==> config.mk <==
export PLATFORM = sky130hd
export DESIGN_NAME = ysyx_041461_pipe_ctrl
export DESIGN_NICKNAME = d
export VERILOG_FILES = /design/src/rtl/ysyx_041461_pipe_ctrl.sv
export SDC_FILE = /design/constraint.sdc
export NUM_CORES = 1
export LEC_CHECK = 0
export ABC_AREA = 1
export CORE_MARGIN = 2
export CORE_UTILIZATION = 40
export CTS_CLUSTER_SIZE = 12
export DETAILED_ROUTE_END_ITERATION = 8
export PLACE_DENSITY = 0.7
export SLEW_MARGIN = 20
export SYNTH_ARGS = -nofsm -noshare
export SYNTH_HDL_FRONTEND = slang
export SYNTH_SLANG_ARGS = --single-unit
==> constraint.sdc <==
create_clock -name clk -period 4 [get_ports clk]
set_input_delay 0.8 -clock clk [delete_from_list [all_inputs] [get_ports clk]]
set_output_delay 0.8 -clock clk [all_outputs]
set_load 0.005 [all_outputs]
==> src/rtl/ysyx_041461_pipe_ctrl.sv <==
// Pipeline control for the six-stage core: stall chain, per-stage valid bits,
// trap-redirect sequencing and stall/flush performance counters.
module ysyx_041461_pipe_ctrl #(
  parameter int STALL_CNT_W = 32,
  parameter int FLUSH_CNT_W = 16
) (
  input  logic                   clk,
  input  logic                   rst,
  input  logic                   IF_fire,
  input  logic                   IF2_busy,
  input  logic                   MEM_busy,
  input  logic                   ID_jump,
  input  logic                   CD_ID_conflict,
  input  logic                   CD_EXE_conflict,
  input  logic                   CD_MEM_conflict,
  input  logic                   CD_IF_trap,
  input  logic                   CD_IF2_trap,
  input  logic                   CD_ID_trap,
  input  logic                   CD_EXE_trap,
  input  logic                   CD_MEM_trap,
  input  logic                   WB_trap,
  output logic                   IF2_valid,
  output logic                   ID_valid,
  output logic                   EXE_valid,
  output logic                   MEM_valid,
  output logic                   WB_valid,
  output logic                   IF_stall,
  output logic                   IF2_stall,
  output logic                   ID_stall,
  output logic                   EXE_stall,
  output logic                   MEM_stall,
  output logic                   trap_redirect,
  output logic [STALL_CNT_W-1:0] conflict_stall_cnt,
  output logic [FLUSH_CNT_W-1:0] flush_cnt
);

  typedef enum logic {
    ST_RUN      = 1'b0,
    ST_REDIRECT = 1'b1
  } state_e;

  state_e state_q, state_d;

  // Stage index: 0 = IF2, 1 = ID, 2 = EXE, 3 = MEM, 4 = WB
  logic [4:0] valid_q, valid_d;
  logic [3:0] stall_vec;
  logic [3:0] squash_vec;
  logic [3:0] feed_vec;

  logic [STALL_CNT_W-1:0] stall_cnt_q, stall_cnt_d;
  logic [FLUSH_CNT_W-1:0] flush_cnt_q, flush_cnt_d;

  logic in_run;
  logic any_conflict;
  logic jmp;
  logic wb_feed;

  assign in_run       = (state_q == ST_RUN);
  assign any_conflict = CD_ID_conflict | CD_EXE_conflict | CD_MEM_conflict;

  always_comb begin
    MEM_stall = 1'b0;
    EXE_stall = 1'b0;
    ID_stall  = 1'b0;
    IF2_stall = 1'b0;
    IF_stall  = 1'b0;
    if (in_run) begin
      MEM_stall = MEM_busy | CD_MEM_conflict;
      EXE_stall = CD_EXE_conflict | MEM_stall;
      ID_stall  = CD_ID_conflict | EXE_stall;
      IF2_stall = IF2_busy | ID_stall;
      IF_stall  = IF2_stall | CD_IF_trap;
    end
  end

  assign stall_vec = {MEM_stall, EXE_stall, ID_stall, IF2_stall};

  // A stalled ID must not redirect fetch; its branch resolves again later.
  assign jmp = in_run & ID_jump & valid_q[1] & ~ID_stall;

  assign squash_vec = {CD_MEM_trap, CD_EXE_trap, CD_ID_trap, CD_IF2_trap | jmp};

  assign feed_vec[0] = IF_fire & ~CD_IF_trap;
  assign feed_vec[1] = valid_q[0] & ~stall_vec[0] & ~CD_IF2_trap & ~jmp;
  assign feed_vec[2] = valid_q[1] & ~stall_vec[1] & ~CD_ID_trap;
  assign feed_vec[3] = valid_q[2] & ~stall_vec[2] & ~CD_EXE_trap;
  assign wb_feed     = valid_q[3] & ~stall_vec[3] & ~CD_MEM_trap;

  // Squash beats hold beats advance; the redirect cycle clears everything.
  generate
    for (genvar gi = 0; gi < 4; gi++) begin : g_stage_valid
      assign valid_d[gi] = in_run & ~squash_vec[gi] &
                           (stall_vec[gi] ? valid_q[gi] : feed_vec[gi]);
    end
  endgenerate

  assign valid_d[4] = in_run & wb_feed;

  always_comb begin
    state_d       = state_q;
    trap_redirect = 1'b0;
    case (state_q)
      ST_RUN: begin
        if (valid_q[4] & WB_trap) begin
          state_d = ST_REDIRECT;
        end
      end
      ST_REDIRECT: begin
        trap_redirect = 1'b1;
        state_d       = ST_RUN;
      end
      default: state_d = ST_RUN;
    endcase
  end

  always_comb begin
    stall_cnt_d = stall_cnt_q;
    if (in_run & any_conflict & ~(&stall_cnt_q)) begin
      stall_cnt_d = stall_cnt_q + STALL_CNT_W'(1);
    end
  end

  always_comb begin
    flush_cnt_d = flush_cnt_q;
    if (jmp | ~in_run) begin
      flush_cnt_d = flush_cnt_q + FLUSH_CNT_W'(1);
    end
  end

  always_ff @(posedge clk) begin
    if (rst) begin
      state_q     <= ST_RUN;
      valid_q     <= '0;
      stall_cnt_q <= '0;
      flush_cnt_q <= '0;
    end else begin
      state_q     <= state_d;
      valid_q     <= valid_d;
      stall_cnt_q <= stall_cnt_d;
      flush_cnt_q <= flush_cnt_d;
    end
  end

  assign IF2_valid          = valid_q[0];
  assign ID_valid           = valid_q[1];
  assign EXE_valid          = valid_q[2];
  assign MEM_valid          = valid_q[3];
  assign WB_valid           = valid_q[4];
  assign conflict_stall_cnt = stall_cnt_q;
  assign flush_cnt          = flush_cnt_q;

endmodule

# After elaboration in Yosys (flattened, before gate mapping)
# Cells that the tools add are included.
dict set report totals {
  ff_bits 54
  wordCells 66
}
dict set report classes {
  n_bitwise 47
  n_addsub 2
  reduce_logical 1
  mux 12
}
# operator n
set op_table {}
lappend op_table {{$add A32 B1 Y32 const B} 1}
lappend op_table {{$reduce_and A32 Y1} 1}
lappend op_table {{$and A1 B1 Y1} 25}
lappend op_table {{$add A16 B1 Y16 const B} 1}
lappend op_table {{$not A1 Y1} 13}
lappend op_table {{$mux W1} 11}
lappend op_table {{$or A1 B1 Y1} 9}
lappend op_table {{$pmux W1 S2} 1}

# Longest topological paths before layout
# Gate-level depths: netlist of run 1.
dict set report logic_depth {
  depth_word 11
  ltp_mapped 11
  ltp_nobuf 10
}

# Worst setup path before layout of run 1
# OpenSTA, ideal clock, no wires.
dict set report synth_path {
  path_type {input to output}
  start {input MEM_busy}
  end {output ID_stall}
  cell_stages 4
  arrival_ps 1317
  n_path_buf 0
  path_slack_ps 1883
  required_ps 3200
  cell_sequence {nor2_1 nand3_1 nand2_1 inv_1}
}
dict set report synth_between {
  elab_chain_cells 4
}
# item line_no
set synth_lines {}
lappend synth_lines {{from (decl)} 11} ;# input logic MEM_busy,
lappend synth_lines {{$or A1 B1 Y1} 68} ;# MEM_stall = MEM_busy | CD_MEM_conflict;
lappend synth_lines {{$or A1 B1 Y1} 69} ;# EXE_stall = CD_EXE_conflict | MEM_stall;
lappend synth_lines {{$or A1 B1 Y1} 70} ;# ID_stall = CD_ID_conflict | EXE_stall;
lappend synth_lines {{$mux W1} 67} ;# if (in_run) begin
lappend synth_lines {{to (decl)} 29} ;# output logic ID_stall,
# No other way between the ends.

# Final worst setup path of run 1
dict set report layout_path {
  start {input CD_MEM_conflict}
  end {output IF_stall}
}
dict set report layout_between {
  elab_chain_cells 6
}
# item line_no
set layout_lines {}
lappend layout_lines {{from (decl)} 15} ;# input logic CD_MEM_conflict,
lappend layout_lines {{$or A1 B1 Y1} 68}
lappend layout_lines {{$or A1 B1 Y1} 69}
lappend layout_lines {{$or A1 B1 Y1} 70}
lappend layout_lines {{$or A1 B1 Y1} 71} ;# IF2_stall = IF2_busy | ID_stall;
lappend layout_lines {{$or A1 B1 Y1} 72} ;# IF_stall = IF2_stall | CD_IF_trap;
lappend layout_lines {{$mux W1} 67}
lappend layout_lines {{to (decl)} 27} ;# output logic IF_stall,
# No other way between the ends.

==> results of run 1 <==
registers in the layout, indices dropped and copies added (netlist names):
name and flops:
valid_q 5, conflict_stall_cnt 32, state_q 1, flush_cnt 16
cell families after synthesis:
group	synth area share, %
and+or+nand+nor	42.2
buffers and inverters	8.16
AOI/OAI and AO/OA	11.8
DFF	33.1
xor gates and xnor gates	4.02
adders and majority gates	0.766
where the power goes:
| part | total (mW) | leakage (nW) | internal, mW | switching [mW] |
|---|---|---|---|---|
| registers | 0.546 | 0.435 | 0.541 | 0.00530 |
| logic | 0.0638 | 0.977 | 0.0286 | 0.0352 |
| clock network | 0.327 | 0.0447 | 0.127 | 0.200 |
| total | 0.937 | 1.46 | 0.696 | 0.240 |
critical path, cell delays in order:
cell	delay, ns
clkdlybuf4s50_1	0.43
nor2_1	0.26
nand4_1	0.14
nand2_1	0.16
nand2_1	0.06
clkdlybuf4s50_1	0.44
worst max path at each step:
| stage | startpoint | end | slack, ns | cells after the start |
|---|---|---|---|---|
| 4_1_cts | CD_MEM_conflict | IF_stall | 0.90 | 6 |
| 2_1_floorplan | MEM_busy | ID_stall | 1.88 | 4 |
| 6_report | CD_MEM_conflict | IF_stall | 0.91 | 6 |
| 5_1_grt | CD_MEM_conflict | ID_stall | 0.76 | 6 |
| 3_3_place_gp | CD_MEM_conflict | IF_stall | 0.93 | 6 |
| 3_5_place_dp | CD_MEM_conflict | IF_stall | 0.90 | 6 |
cell type report:
| cell class | instances | area [um^2] |
|---|---|---|
| fill | 810 | 3650 |
| multi-input combinational | 402 | 1920 |
| sequential | 54 | 1080 |
| timing repair buffer | 76 | 748 |
| inverter | 49 | 184 |
| tap | 102 | 128 |
| clock buffer | 5 | 68.8 |
| clock inverter | 3 | 25.0 |
layer usage:
layer / global-route usage [%] / part of all wire [%]
met5: 0 / 0
met4: 5.43 / 1.6
met3: 4.07 / 6.6
met2: 33.5 / 47
met1: 26.1 / 45
through the flow:
step | hold slack (ns) | instance area, um^2 | power [mW]
2_1_floorplan | 0.438 | 3270 | 0.593
3_3_place_gp | 0.430 | 4060 | 0.622
3_5_place_dp | 0.441 | 4060 | 0.623
4_1_cts | 0.457 | 4150 | 0.954
5_1_grt | 0.491 | 4150 | 0.980
6_report | 0.448 | 4150 | 0.937
layout by cell type (no fill, tap or decap), types with 2 or more instances in the layout:
cell type          n
nor3_1             5
buf_4              3
xor2_1            10
nor2_4             3
a21oi_1           25
a21oi_2           20
dfxtp_1           54
nor2_1            87
o21ai_0           11
nand2_1          171
nand3b_1           2
inv_1             48
nand4_1            8
o211ai_1           2
clkbuf_8           5
nand2_4            2
nand2_2           10
clkdlybuf4s50_1   72
xnor2_1            5
ha_1               2
nand3_1           35
==> impl_results.md, run 1 <==
* Hold-critical path depth at 2
* RR Endpoint: conflict_stall_cnt[12]
* LEAKAGE at roughly 1.5 nW
* Seq cells post-synth at 54
* Clock sinks at 54
* Crit start category: primary input
* Sum Neg Setup Slack at 0 ns
* Routed vias/inst at just under 5
* Reg clk slew, reported paths at 0.11 ns
* HP Class: reg2reg
* RSZ-0062 raised after global routing: no
* Post-synth ARST share at 0%
* Clock buffer depth at 2
* Drt first pass iters at 4
* Total grt overflow at 0
* Worst vdd ir at between 0.09 and 0.1 mV
* Synth cell types at 29
* Synthesized area at 3270 um^2
* Avg Synthesized Cell Area at 6.32 um^2
* Flop-to-flop setup slack at around 1.6 ns
* Start point of the worst hold path: valid_q[4]
* Post-synth EDFFs at 0
* Place WS at 0.904 ns
* Inserted Diodes at 0
* Port Buffer Count at 73
* Initial core utilization at 41.8%
* Post-synthesis sequential area ratio at 33.1%
* CP Data Required Time at roughly 3.2 ns
* Actual slew at the worst max-slew pin at slightly above 0.5 ns
* Share of cells above drive strength 1 at 8.32%
* Worst Skew at 0.00679 ns
* Worst r2r src: conflict_stall_cnt[0]
* Final ANT Viol Nets at 0
* Layout Cells excl Fill at 691
* Post-route DRC at 0
* Vias post-DR at 3409
* TritonCTS buffer count at 5
* H-Tree Depth at 2
* Vias in the first global route at roughly 3200
* Largest fanout on the critical path at 5
* Layout area overhead at 27.2%
* Status: finished, final reports clean
* Global-route wire length before repair at 14.4 mm
* Synth area leader: dfxtp_1
* Final #Nets at 605
* Max-slew violations at 0
* Layout Utilization at 53.2%
* Maxcap violations at 0
* Post_cts resized at 0
* Die ar. at 8910 um^2
* Core area at 7810 um^2
* Initial antenna violation count at 0
* WHS Endpoint: state_q
* CP Data Arrival Time at approximately 2.3 ns
* Setup-failing EPs final at 0
* Primary FF master, synth: dfxtp_1
* Synthesis Warnings at 0
* Area contributors post-synth: dfxtp_1 (33%), nand2_1 (20%), nor2_1 (10%), inv_1 (5.5%), a21oi_2 (5.4%)
* Synth top area share at 33.1%
* DP Cell Count at 683
* Syn Inst Count at 517
* Final hold violations at 0
* Die W at about 94 um
* Min Tclk post-route at 3.09 ns
* WL per Instance at roughly 12 um
* Drt total wl at approximately 8.5 mm
* Largest net degree at the start of global routing at 34
* CP endpoint kind: output pin
* CTS tree: done
* Synth cell count leaders: nand2_1 (171), nor2_1 (87), dfxtp_1 (54)
* Post-route clock period utilization at 77.3%
* Root Driver: clkbuf_8
* Slew Limit Headroom at 65.4%
* Die Y at 94.4 um
* Post-Syn Nets at 534
* Hpwl dp at about 6.2 mm
* Clock Latency Late Sink at just over 0.3 ns
* Final GP Congestion at ~0.9
* CTS Hold Bufs at 0
* F_max at 323 MHz
* Cell with the most instances after synthesis: nand2_1
* 1st-iter DRT viols at 109
* Final worst slack at slightly above 0.9 ns
* Worst R2R Path Depth at 11
* Io pins at 74
* FP Rows at 32
* GRT Util Overall at 19.9%
* Postcts setup bufs at 0
* Power per Cell Area at 226 nW/um^2
* Critical path class: in2out
(Power assumes the default switching activity.)
==> run 2, diff against run 1 <==
PLACE_DENSITY = 0.72   (was 0.7)
clock period = 2.5 ns   (was 4 ns; I/O delays follow)
==> run 2 against run 1 <==
Compared with the run above: critical path type unchanged; clock power up 66%; final area up 0.54%; non-clock buffer count increased by 2; final cell count increased by 0.29%; sequential power is 60% higher; critical endpoint unchanged; routed wire length is 1.3% higher; worst hold slack better by 0.011 ns; largest cell class unchanged; clock skew fell by 0.00089 ns; global-route usage is 0.24 points higher; sequential cell count is the same; combinational power increased by 66%; register-to-register slack lost 1.2 ns.
==> impl_results.md, run 2 (synthesized netlist as in run 1, its figures left out) <==
* Status: finished, final reports clean
* Layout Cells excl Fill at 693 (+0.29%)
* Layout Utilization at 53.5% (+0.29 points)
* Slew Limit Headroom at 66.4% (+0.92 points)
* FF/Latch Area at 1080 um^2 (unchanged)
* Maxcap violations at 0 (unchanged)
* Die Y at 94.4 um (unchanged)
* Post_cts resized at 0 (unchanged)
* DP Cell Count at 685 (+0.29%)
* Final GP Congestion at 0.903 (+1.4%)
* Postcts setup bufs at 0 (unchanged)
* Actual slew at the worst max-slew pin at 0.504 ns (-0.0144 ns)
* Global-route wire length before repair at 14.5 mm (+1.1%)
* Post-route clock period utilization at 97.6%
* Routed vias/inst at 5.03 (+2.1%)
* Total power at 1.52 mW (+63%)
* Critical path class: in2out
* Worst vdd ir at 0.209 mV (+110%)
* Clock Latency Late Sink at 0.32 ns (about the same)
* Final ANT Viol Nets at 0 (unchanged)
* Largest fanout on the critical path at 5 (unchanged)
* Final #Nets at 607 (+0.33%)
* Clock sinks at 54 (unchanged)
* Clock buffer depth at 2 (unchanged)
* Port Buffer Count at 73 (unchanged)
* Design Area, Final at 4180 um^2 (+0.54%)
* Fillers at 771 (-4.8%)
* Die ar. at 8910 um^2 (unchanged)
* CP endpoint kind: output pin
* Layout area overhead at 27.8%
* Share of cells above drive strength 1 at 8.80% (+0.48 points)
* CTS Hold Bufs at 0 (unchanged)
* F_max at 410 MHz
* FP Rows at 32 (unchanged)
* Inserted Diodes at 0 (unchanged)
* Initial core utilization at 41.8% (unchanged)
* Root Driver: clkbuf_8
* Drt total wl at 8.57 mm (+1.3%)
* Drt first pass iters at 4 (unchanged)
* H-Tree Depth at 2 (unchanged)
* Hpwl dp at 6.42 mm (+3.4%)
* CTS tree: done
* Vias post-DR at 3489 (+2.3%)
* HP Class: reg2reg
* Min Tclk post-route at 2.44 ns
* Vias in the first global route at 3260 (+3.4%)
* Die W at 94.4 um (unchanged)
* Commonest cells after routing, fill and taps aside: nand2_1 (171), nor2_1 (86), clkdlybuf4s50_1 (72)
* DP Area at 4080 um^2 (+0.37%)
* Reg clk slew, reported paths at 0.11 ns (about the same)
* Multi-input logic area at 1920 um^2 (+0.13%)
* GRT Util Overall at 20.2% (+0.24 points)
* Final worst slack at 0.0589 ns (-0.848 ns)
* CP Data Required Time at 2.00 ns (-1.20 ns)
* Crit start category: primary input
* Initial antenna violation count at 0 (unchanged)
* Post-route DRC at 0 (unchanged)
* WL per Instance at 12.4 um (+1.0%)
* Setup-failing EPs final at 0 (unchanged)
* 1st-iter DRT viols at 184 (+69%)
* LEAKAGE at 1.47 nW (+0.87%)
* Max-slew violations at 0 (unchanged)
* Commonest non-fill, non-tap cell in the layout: nand2_1
* Core area at 7810 um^2 (unchanged)
* Place WS at 0.00591 ns (-0.899 ns)
* Largest net degree at the start of global routing at 28 (-18%)
* TritonCTS buffer count at 5 (unchanged)
* Final hold violations at 0 (unchanged)
* CP Data Arrival Time at 1.94 ns (-0.35 ns)
* Io pins at 74 (unchanged)
* Power per Cell Area at 365 nW/um^2 (+62%)
* Worst Skew at 0.00590 ns (-0.000894 ns)
* Total grt overflow at 0 (unchanged)
* Max FFs per register at 32 (unchanged)
==> run 2: layer usage <==
| layer | share of wire, % | GRT usage, % | vias to the layer above |
|---|---|---|---|
| li1 | - | - | 1781 |
| met1 | 45 | 25.3 | 1595 |
| met2 | 47 | 35.5 | 101 |
| met3 | 6.2 | 3.67 | 12 |
| met4 | 1.8 | 5.68 | 0 |
| met5 | 0 | 0 | - |
==> run 2: critical path: stages <==
cell             delay [ns]
clkdlybuf4s50_1        0.44
nor2_2                 0.20
nand4_1                0.14
nand2_1                0.15
nand2_1                0.07
clkdlybuf4s50_1        0.44
==> run 2: path summary, 6_finish.rpt <==
path | startpoint | end | depth (start not counted) | slack [ns]
worst max register to register | conflict_stall_cnt[0] | conflict_stall_cnt[13] | 10 | 0.40
worst min register to register | valid_q[4] | state_q | 2 | 0.46
worst max-delay path | MEM_busy | IF_stall | 6 | 0.06
worst min-delay path | valid_q[4] | state_q | 2 | 0.46
==> run 2: area by class of cell <==
cell class,instances,share of cell area (%)
clock buffer,6,1.98
clock inverter,2,0.389
inverter,49,4.40
multi-input combinational,402,46.0
sequential,54,25.9
tap,102,3.06
timing repair buffer,78,18.3
==> run 2: power breakdown <==
part	total, mW	switching, mW	internal, mW	leakage, nW
combinational	0.106	0.0584	0.0475	0.987
clock	0.544	0.315	0.229	0.0478
sequential	0.874	0.00912	0.865	0.435
total	1.52	0.383	1.14	1.47
==> run 2: through the flow <==
stage / setup TNS, ns / hold slack, ns
5_1_grt: -0.0605 / 0.491
4_1_cts: 0 / 0.461
3_3_place_gp: 0 / 0.430
6_report: 0 / 0.459
3_5_place_dp: 0 / 0.444
2_1_floorplan: 0 / 0.438
==> run 3, diff against run 2 <==
CORE_ASPECT_RATIO = 2   (was unset)
==> run 3 against run 2 <==
Compared with the run above: core utilization down 0.25 points; count of clock-buffer cells in the layout is the same; sequential share of layout area down 0.32 points; largest cell class unchanged; clock skew increased by 0.0022 ns; first-iteration DRC count increased by 1.6%; power is 8.2% higher; worst hold slack worse by 0.019 ns; die area up 0.50%; maximum frequency rose by 4.6%; final area is 1.3% higher; critical path depth unchanged.
==> impl_results.md, run 3 (synthesized netlist as in run 1, its figures left out) <==
* Sum Neg Setup Slack at 0 ns (unchanged)
* Critical path class: in2out
* Share of cells above drive strength 1 at 8.94% (+0.14 points)
* Power per Cell Area at 390 nW/um^2 (+6.8%)
* Die W at 67.9 um (-28%)
* Layout area overhead at 29.5%
* Seq pwr share at 53.0% (-4.4 points)
* Hpwl dp at 7.23 mm (+13%)
* Fillers at 830 (+7.7%)
* Initial core utilization at 41.1% (-0.71 points)
* Commonest non-fill, non-tap cell in the layout: nand2_1
* CP endpoint kind: output pin
* F_max at 429 MHz (+4.6%)
* 1st-iter DRT viols at 187 (+1.6%)
* Max FFs per register at 32 (unchanged)
* WL per Instance at 13.3 um (+7.9%)
* Worst Setup SP: CD_MEM_conflict
* Setup-failing EPs final at 0 (unchanged)
* Status: finished, final reports clean
* Largest net degree at the start of global routing at 28 (unchanged)
* RSZ-0062 raised after global routing: no
* TritonCTS buffer count at 5 (unchanged)
* Global-route wire length before repair at 14.4 mm (-0.48%)
* Worst R2R Path Depth at 10 (unchanged)
* Drt total wl at 9.19 mm (+7.2%)
* Routed vias/inst at 5.04 (+0.15%)
* Vias post-DR at 3474 (-0.43%)
* Total grt overflow at 0 (unchanged)
* Root Driver: clkbuf_16
* Vias in the first global route at 3206 (-1.7%)
* Post-route DRC at 0 (unchanged)
* Int Pwr at 1.28 mW (+12%)
* CP Data Required Time at 2.00 ns (about the same)
* GRT Util Overall at 21.1% (+0.87 points)
* Inserted Diodes at 0 (unchanged)
* P_sw at 0.369 mW (-3.7%)
* Clock sinks at 54 (unchanged)
* Initial antenna violation count at 0 (unchanged)
* Commonest cells after routing, fill and taps aside: nand2_1 (171), nor2_1 (86), clkdlybuf4s50_1 (72)
* Post-route clock period utilization at 93.3% (-4.3 points)
* Layout Utilization at 53.2% (-0.25 points)
* Net Sw Frac at 22.4% (-2.7 points)
* Reg clk slew, reported paths at 0.06 ns (-0.05 ns)
* Comb pwr share at 6.5% (-0.4 points)
* Die Y at 132 um (+40%)
* Worst r2r src: conflict_stall_cnt[0]
* Clock Latency Late Sink at 0.29 ns (-0.03 ns)
* Final hold violations at 0 (unchanged)
* Postcts setup bufs at 0 (unchanged)
* Drt first pass iters at 4 (unchanged)
* Min Tclk post-route at 2.33 ns (-0.108 ns)
* HP Class: reg2reg
* Crit start category: primary input
* Core area at 7940 um^2 (+1.7%)
* Clock buffer depth at 2 (unchanged)
* Maxcap violations at 0 (unchanged)
* Largest fanout on the critical path at 5 (unchanged)
* Worst Setup EP: IF_stall
* RR Endpoint: conflict_stall_cnt[8]
* Actual slew at the worst max-slew pin at 0.539 ns (+0.0346 ns)
* Port Buffer Count at 73 (unchanged)
* Worst vdd ir at 0.232 mV (+11%)
* Flop-to-flop setup slack at 0.33 ns (-0.07 ns)
* Final #Nets at 610 (+0.49%)
* Die ar. at 8950 um^2 (+0.50%)
* Slew Limit Headroom at 64.0% (-2.3 points)
* CTS Hold Bufs at 0 (unchanged)
* CTS tree: done
* LEAKAGE at 1.50 nW (+2.1%)
* Io pins at 74 (unchanged)
* CP Data Arrival Time at 1.83 ns (-0.11 ns)
* H-Tree Depth at 2 (unchanged)
* Final ANT Viol Nets at 0 (unchanged)
* Clock share of power at 40.5% (+4.8 points)
* FP Rows at 46 (+44%)
* Worst Skew at 0.00808 ns (+0.00218 ns)
* Final GP Congestion at 0.924 (+2.4%)
* Max-slew violations at 0 (unchanged)
## run 3: layout make-up
type	instances	area, um^2	share of cell area, %
Clock inverter	1	7.51	0.178
Inverter	49	184	4.35
Tap cell	96	120	2.84
Multi-Input combinational cell	402	1920	45.4
Sequential cell	54	1080	25.6
Timing Repair Buffer	81	786	18.6
Clock buffer	6	129	3.05
## run 3: power by group through the flow
stage                     sequential, mW  combinational, mW  clock (mW)
after floorplan                    0.892             0.0574           0
after global placement             0.893              0.105           0
after detailed placement           0.893              0.107           0
after CTS                          0.873              0.107       0.693
after global routing               0.874              0.117       0.728
final                              0.873              0.107       0.668
## run 3: metal layers
| layer | part of all wire, % | GRT usage, % |
|---|---|---|
| met1 | 36 | 20.0 |
| met2 | 57 | 40.3 |
| met3 | 4.0 | 2.65 |
| met4 | 3.7 | 11.8 |
| met5 | 0 | 0 |
## run 3: timing repair
| action | 4_1_cts | 5_1_grt |
|---|---|---|
| endpoints found under the hold margin | 0 | 0 |
| resized for setup | 0 | 1 |
| setup endpoints to repair | 0 | 3 |
## run 3: how the worst min path moves through the flow
stage                     cells past startpoint      end  slack, ns  startpoint
after floorplan                               2  state_q       0.44  valid_q[4]
after global placement                        2  state_q       0.43  valid_q[4]
after CTS                                     2  state_q       0.45  valid_q[4]
after detailed placement                      2  state_q       0.43  valid_q[4]
after global routing                          2  state_q       0.48  valid_q[4]
final                                         2  state_q       0.44  valid_q[4]
## run 3: metrics by stage
step | power [mW] | std cells | instance area (um^2) | hold WS, ns | setup WS (ns)
CTS | 1.67 | 689 | 4230 | 0.445 | 0.0867
detailed placement | 1.00 | 682 | 4090 | 0.434 | 0.0878
global route | 1.72 | 689 | 4230 | 0.481 | 0.0606
global placement | 0.998 | 682 | 4090 | 0.431 | 0.127
floorplan | 0.949 | 517 | 3270 | 0.438 | 0.678
finish | 1.65 | 689 | 4230 | 0.441 | 0.167
## run 3: worst max-delay path: stages
cell	delay, ns
clkdlybuf4s50_1	0.44
nor2_2	0.19
nand4_1	0.11
nand2_1	0.11
nand2_1	0.06
clkdlybuf4s50_1	0.43
